===== src/rtl/srff_driver_if.sv =====
// Handshake and excitation bundle between a target source, the SR driver and
// the external SR flip-flop bank it steers.
interface srff_driver_if #(
  parameter int WIDTH = 8
) ();

  logic [WIDTH-1:0] tgt;        // requested state word for the bank
  logic             tgt_valid;  // tgt is valid this cycle
  logic             tgt_ready;  // driver idle, tgt may be offered
  logic [WIDTH-1:0] q_fb;       // current q of the external bank
  logic [WIDTH-1:0] s_out;      // set excitation per flip-flop
  logic [WIDTH-1:0] r_out;      // reset excitation per flip-flop
  logic             done;       // one-cycle pulse, bank reached target
  logic             err;        // target not reached within retry budget
  logic [3:0]       retry_cnt;  // re-drives spent on the current target

  // Target source / flip-flop bank side
  modport master (
    output tgt,
    output tgt_valid,
    output q_fb,
    input  tgt_ready,
    input  s_out,
    input  r_out,
    input  done,
    input  err,
    input  retry_cnt
  );

  // Driver side
  modport slave (
    input  tgt,
    input  tgt_valid,
    input  q_fb,
    output tgt_ready,
    output s_out,
    output r_out,
    output done,
    output err,
    output retry_cnt
  );

endinterface


===== src/rtl/srff_driver.sv =====
// SR flip-flop bank driver: accepts a target word, pulses set/reset
// excitation for one cycle, lets the bank settle, compares the fed-back q
// against the target and re-drives up to MAX_RETRY times before flagging err.
// All state moves on the falling edge of clk.
module srff_driver #(
  parameter int WIDTH     = 8,
  parameter int MAX_RETRY = 3
) (
  input  logic          clk,
  input  logic          reset,
  srff_driver_if.slave  bus
);

  // Retry counter is 4 bits wide, so the budget is compared at that width.
  localparam logic [3:0] LP_MAX_RETRY = 4'(MAX_RETRY);

  typedef enum logic [1:0] {
    ST_IDLE   = 2'd0,
    ST_DRIVE  = 2'd1,
    ST_SETTLE = 2'd2,
    ST_CHECK  = 2'd3
  } state_t;

  state_t           r_state;
  logic [WIDTH-1:0] r_tgt_q;
  logic [WIDTH-1:0] r_s_out;
  logic [WIDTH-1:0] r_r_out;
  logic             r_done;
  logic             r_err;
  logic [3:0]       r_retry_cnt;

  logic [WIDTH-1:0] w_drv_tgt;
  logic [WIDTH-1:0] w_s_next;
  logic [WIDTH-1:0] w_r_next;
  logic             w_match;
  logic             w_can_retry;

  // The first drive of a target uses the word arriving on the bus (it is
  // being latched on the same edge); every re-drive uses the latched copy.
  assign w_drv_tgt = (r_state == ST_IDLE) ? bus.tgt : r_tgt_q;

  // Per-bit excitation: only bits whose q disagrees with the target are
  // pushed. Set needs target=1/q=0, reset needs target=0/q=1, so the two
  // terms are mutually exclusive and S=R=1 can never be produced.
  for (genvar gi = 0; gi < WIDTH; gi++) begin : g_excite
    assign w_s_next[gi] =  w_drv_tgt[gi] & ~bus.q_fb[gi];
    assign w_r_next[gi] = ~w_drv_tgt[gi] &  bus.q_fb[gi];
  end

  assign w_match     = (bus.q_fb == r_tgt_q);
  assign w_can_retry = (r_retry_cnt < LP_MAX_RETRY);

  // Sequencer: accept -> drive one cycle -> settle -> check, with retries.
  always_ff @(negedge clk or negedge reset) begin
    if (!reset) begin
      r_state     <= ST_IDLE;
      r_tgt_q     <= '0;
      r_s_out     <= '0;
      r_r_out     <= '0;
      r_done      <= 1'b0;
      r_err       <= 1'b0;
      r_retry_cnt <= 4'd0;
    end else begin
      // done is a single-cycle pulse unless CHECK re-asserts it below
      r_done <= 1'b0;
      case (r_state)
        ST_IDLE: begin
          if (bus.tgt_valid) begin
            r_tgt_q     <= bus.tgt;
            r_retry_cnt <= 4'd0;
            r_err       <= 1'b0;
            r_s_out     <= w_s_next;
            r_r_out     <= w_r_next;
            r_state     <= ST_DRIVE;
          end
        end
        ST_DRIVE: begin
          // Excitation lives for exactly one cycle per attempt.
          r_s_out <= '0;
          r_r_out <= '0;
          r_state <= ST_SETTLE;
        end
        ST_SETTLE: begin
          // Give the bank a full cycle before its q is trusted.
          r_state <= ST_CHECK;
        end
        ST_CHECK: begin
          if (w_match) begin
            r_done  <= 1'b1;
            r_state <= ST_IDLE;
          end else if (w_can_retry) begin
            r_retry_cnt <= r_retry_cnt + 4'd1;
            r_s_out     <= w_s_next;
            r_r_out     <= w_r_next;
            r_state     <= ST_DRIVE;
          end else begin
            // Budget exhausted: retry_cnt keeps its final value for readback.
            r_err   <= 1'b1;
            r_state <= ST_IDLE;
          end
        end
        default: begin
          r_s_out <= '0;
          r_r_out <= '0;
          r_state <= ST_IDLE;
        end
      endcase
    end
  end

  // Ready is purely the idle decode so it reads 1 throughout reset.
  assign bus.tgt_ready = (r_state == ST_IDLE);
  assign bus.s_out     = r_s_out;
  assign bus.r_out     = r_r_out;
  assign bus.done      = r_done;
  assign bus.err       = r_err;
  assign bus.retry_cnt = r_retry_cnt;

endmodule


===== src/flat_wrapper.sv =====
// flat-port wrapper written by rule: the top's interface ports become plain ports
module srff_driver_flat 
#(
  parameter int WIDTH     = 8,
  parameter int MAX_RETRY = 3
)
  (clk, reset, bus_tgt, bus_tgt_valid, bus_q_fb, bus_tgt_ready, bus_s_out, bus_r_out, bus_done, bus_err, bus_retry_cnt);
  srff_driver_if #(.WIDTH(WIDTH)) bus_i ();
  input  logic clk;
  input  logic reset;
  input wire logic [$bits(bus_i.tgt)-1:0] bus_tgt;
  input wire logic [$bits(bus_i.tgt_valid)-1:0] bus_tgt_valid;
  input wire logic [$bits(bus_i.q_fb)-1:0] bus_q_fb;
  output wire logic [$bits(bus_i.tgt_ready)-1:0] bus_tgt_ready;
  output wire logic [$bits(bus_i.s_out)-1:0] bus_s_out;
  output wire logic [$bits(bus_i.r_out)-1:0] bus_r_out;
  output wire logic [$bits(bus_i.done)-1:0] bus_done;
  output wire logic [$bits(bus_i.err)-1:0] bus_err;
  output wire logic [$bits(bus_i.retry_cnt)-1:0] bus_retry_cnt;
  assign bus_i.tgt = bus_tgt;
  assign bus_i.tgt_valid = bus_tgt_valid;
  assign bus_i.q_fb = bus_q_fb;
  assign bus_tgt_ready = bus_i.tgt_ready;
  assign bus_s_out = bus_i.s_out;
  assign bus_r_out = bus_i.r_out;
  assign bus_done = bus_i.done;
  assign bus_err = bus_i.err;
  assign bus_retry_cnt = bus_i.retry_cnt;
  srff_driver #(.WIDTH(WIDTH), .MAX_RETRY(MAX_RETRY)) u_core (.clk(clk), .reset(reset), .bus(bus_i));
endmodule

===== config.mk =====
export PLATFORM = sky130hd
export DESIGN_NAME = srff_driver_flat
export DESIGN_NICKNAME = d
export VERILOG_FILES = /design/src/rtl/srff_driver_if.sv /design/src/rtl/srff_driver.sv /design/src/flat_wrapper.sv
export SDC_FILE = /design/constraint.sdc
export NUM_CORES = 1
export LEC_CHECK = 0
export BUFFER_PORTS_ARGS = -buffer_cell sky130_fd_sc_hd__buf_2
export CAP_MARGIN = 0
export CORE_ASPECT_RATIO = 2
export CORE_MARGIN = 4
export CORE_UTILIZATION = 47
export DETAILED_ROUTE_END_ITERATION = 7
export PLACE_DENSITY = 0.83
export SLEW_MARGIN = 20
export SYNTH_ARGS = -nofsm -noshare
export SYNTH_HDL_FRONTEND = slang
export SYNTH_SLANG_ARGS = --single-unit

===== constraint.sdc =====
create_clock -name clk -period 2.1 [get_ports clk]
set_input_delay 0.21 -clock clk [delete_from_list [all_inputs] [get_ports clk]]
set_output_delay 0.21 -clock clk [all_outputs]
set_load 0.01 [all_outputs]

* Word level (Yosys, flattened, before mapping) *
Index checks and enable logic that the tools add are counted.

cells by class
  muxes and demuxes = 23
  reductions and logical operators = 7
  order comparisons = 1
  equal/unequal tests = 8
  add/subtract/negate cells = 1
  bitwise logic cells = 32

operators by type and width
  operator                                                              count
  8-bit two-way mux                                                     7
  8-bit one-hot mux with 3 select lines                                 2
  1-bit bitwise AND                                                     16
  1-bit NOT                                                             16
  4-bit two-way mux                                                     3
  4-bit AND reduction                                                   3
  8-bit == test                                                         1
  2-bit one-hot mux with 4 select lines                                 1
  4-bit one-hot mux with 2 select lines                                 1
  1-bit two-way mux                                                     6
  2-bit != test, second input constant                                  3
  4-bit by 1-bit adder with 4-bit output, second input constant         1
  2-bit == test, second input constant                                  2
  4-bit by 2-bit < comparator with 1-bit output, second input constant  1
  2-bit two-way mux                                                     2
  3-bit nonzero test                                                    1
  2-bit by 1-bit == test with 1-bit output, second input constant       1
  2-bit logical NOT                                                     1
  2-bit by 1-bit != test with 1-bit output, second input constant       1
  1-bit one-hot mux with 2 select lines                                 1
  2-bit AND reduction                                                   1
  2-bit nonzero test                                                    1

storage, ports and cells
  output and inout bits = 23
  register bits = 32

* Logic depth before layout (Yosys ltp) *
  word-level depth = 7
  gate-level depth with buffers = 8
  gate-level depth less buffers = 6

==> flow_summary_export.csv <==
group,metric,value,unit
cells_and_area,drive_above_1_share,52.4,%
synth,synth-main-ff-cell,"dfrtn_1",
floorplan,coreArea,3420,um2
outcome,status,"complete, but fails checks",
cells_and_area,fill_cells,221,
placement,dp_hpwl,3.06,mm
global_route,grt_pass1_wl,7.18,mm
cells_and_area,antenna_cells,0,
outcome,violations,"setup timing",
timing,maxSlewViolCount,0,
timing,worst_slack,-0.269,ns
timing,slew-limit-headroom,65.6,%
clock_tree,clk_pin_slew,0.05,ns
timing,rsz0062_at_grt,"true",
setup_path,critical_path_required,1.19,ns
floorplan,die_h,92.7,um
clock_tree,cts.path.max_buffers,2,
cells_and_area,area_growth,47.5,%
clock_tree,cts_made_buffers,5,
setup_path,arrival,1.46,ns
synth,yosysSeqAreaShare,47.5,%
power_and_ir_drop,ir_drop,0.000866,V
synth,post_synth.cell_area_avg,11.6,um2
job,maxCapViolations,0,
synth,synth_warnings,0,
synth,synth_edf_count,0,
floorplan,die_w,50.3,um
clock_tree,cts-root-buf,"clkbuf_8",
synth,ys_ff_latch,32,
clock_tree,insertion_delay,0.29,ns
power_and_ir_drop,power_density,1440,nW/um2
clock_tree,cts_tree,"built",
synth,synth_area,1680,um2
global_route,grt_max_degree,21,
cells_and_area,final_cell_mix,"36 x buf_4, 33 x buf_2, 32 x dfrtn_1",
global_route,grtUsageTotal,20.7,%
global_route,grt_pass1_vias,1494,
power_and_ir_drop,power.leakage,0.00128,uW
timing,fin_skew,0.00460,ns
timing,final_hold_viol_count,0,
setup_path,crit_fanout,8,
floorplan,initial_core_util,49.3,%
synth,synth.distinct_cells,31,
route,drc,0,
synth,synthCells,145,
route,wl_per_cell,16.0,um
synth,async_flop_share,100,%
cells_and_area,final_core_util,72.7,%
setup_path,critPathKind,"input pin to flop",
clock_tree,clock-sinks,32,
placement,finalWeightedCongestion,0.867,
cells_and_area,mostFrequentLayoutCell,"buf_4",
route,viasPerCell,5.07,
clock_tree,htreeDepth,2,
global_route,gr-total-overflow,0,
route,drtPass1Iterations,4,
synth,synthesis.nets,170,
route,first_iter_violations,15,
cells_and_area,nNetsFinal,253,
power_and_ir_drop,total_power,3570,uW
setup_path,worst_setup_path_end_kind,"flop",
route,drtAntennaViolNets,0,
floorplan,die_area,4660,um2
global_route,antenna_found_initial,0,
min_path,hold_path.class,"flop to flop",
route,drt-total-wl,4.43,mm
timing,setup_viol,26,
placement,io_buffers,41,
floorplan,ios,42,
route,vias,1405,
setup_path,r2r_slack,0.12,ns
floorplan,rows,30,
cells_and_area,seq_area,801,um2
timing,tightest_slew,0.517,ns
cells_and_area,multi_input_area,890,um2
setup_path,start_kind,"input pin",
clock_tree,hold_buffers,0,
## layout make-up
class | count | share of cell area [%]
tap | 48 | 2.42
timing repair buffer | 82 | 24.1
sequential | 32 | 32.2
inverter | 12 | 1.81
clock buffer | 8 | 3.63
multi-input combinational | 95 | 35.8
## metrics by stage
step / TNS, ns / hold WS, ns / std cells / worst slack [ns] / cell area (um2)
2_1_floorplan: -4.20 / 0.480 / 145 / -0.386 / 1710
3_3_place_gp: -10.32 / 0.463 / 250 / -0.612 / 2120
3_5_place_dp: -11.46 / 0.459 / 250 / -0.677 / 2120
4_1_cts: -4.11 / 0.461 / 269 / -0.250 / 2360
5_1_grt: -5.14 / 0.478 / 277 / -0.278 / 2480
6_report: -4.41 / 0.456 / 277 / -0.269 / 2480
## report_power, final
group | total (uW) | internal [uW] | switching, uW
logic | 2030 | 1120 | 905
registers | 1050 | 868 | 185
clock network | 489 | 267 | 222
## worst max-delay path: stages
cell	delay [ns]
buf_2	0.13
xnor2_2	0.17
nand4_1	0.21
o21ai_4	0.22
a21oi_4	0.08
buf_6	0.15
mux2_4	0.29
## registers in the layout (all words and copies together) (netlist names)
signal	count
u_core.bus.r_out	8
u_core.bus.s_out	8
u_core.r_tgt_q	8
u_core.bus.retry_cnt	4
u_core.r_state	2
u_core.bus.done	1
u_core.bus.err	1
## worst paths after layout
check	from	to	cells after the start
min in group asynchronous	reset	u_core.r_tgt_q[4]	1
max in group asynchronous	reset	u_core.r_state[1]	2
worst min-delay path	u_core.bus.s_out[1]	u_core.bus.s_out[1]	1
worst min register to register	u_core.bus.s_out[1]	u_core.bus.s_out[1]	1
worst max register to register	u_core.bus.retry_cnt[0]	u_core.bus.s_out[3]	7
worst max-delay path	bus_q_fb[0]	u_core.bus.r_out[0]	7
## per-layer routing
metal,track usage (%),share of wire [%],vias up
met2,37.6,58,34
met4,11.9,3.0,0
li1,-,-,667
met5,0,0,-
met1,20.8,36,694
met3,4.35,3.3,10
## cells in the mapped netlist (all sizes together) (4+ instances only)
| library cell | instances | area share [%] |
|---|---|---|
| mux2 | 17 | 12 |
| ha | 6 | 4.5 |
| xnor2 | 8 | 4.2 |
| dfrtn | 32 | 48 |
| nand3b | 8 | 3.6 |
| mux2i | 15 | 8.9 |
| o21ai | 4 | 1.9 |
| nand2 | 4 | 0.89 |
| nor3 | 8 | 2.7 |
| nor2 | 5 | 1.1 |
| a21oi | 4 | 1.9 |
| inv | 12 | 2.7 |
## logic make-up after synthesis
| kind of cell | count (synthesis) | share of synthesized area, % |
|---|---|---|
| simple gates | 34 | 11.7 |
| mux | 32 | 20.7 |
| flops | 32 | 47.5 |
| buf+inv | 18 | 4.61 |
| compound gates | 15 | 6.84 |
| xor+xnor | 8 | 4.16 |
| fa+ha+maj | 6 | 4.46 |
## what timing repair did
item | CTS | global route
resized for setup | 14 | 13
endpoints found under the setup margin | 33 | 42
pin swaps | 6 | 8
setup buffers | 11 | 8
(Power assumes the default switching activity.)
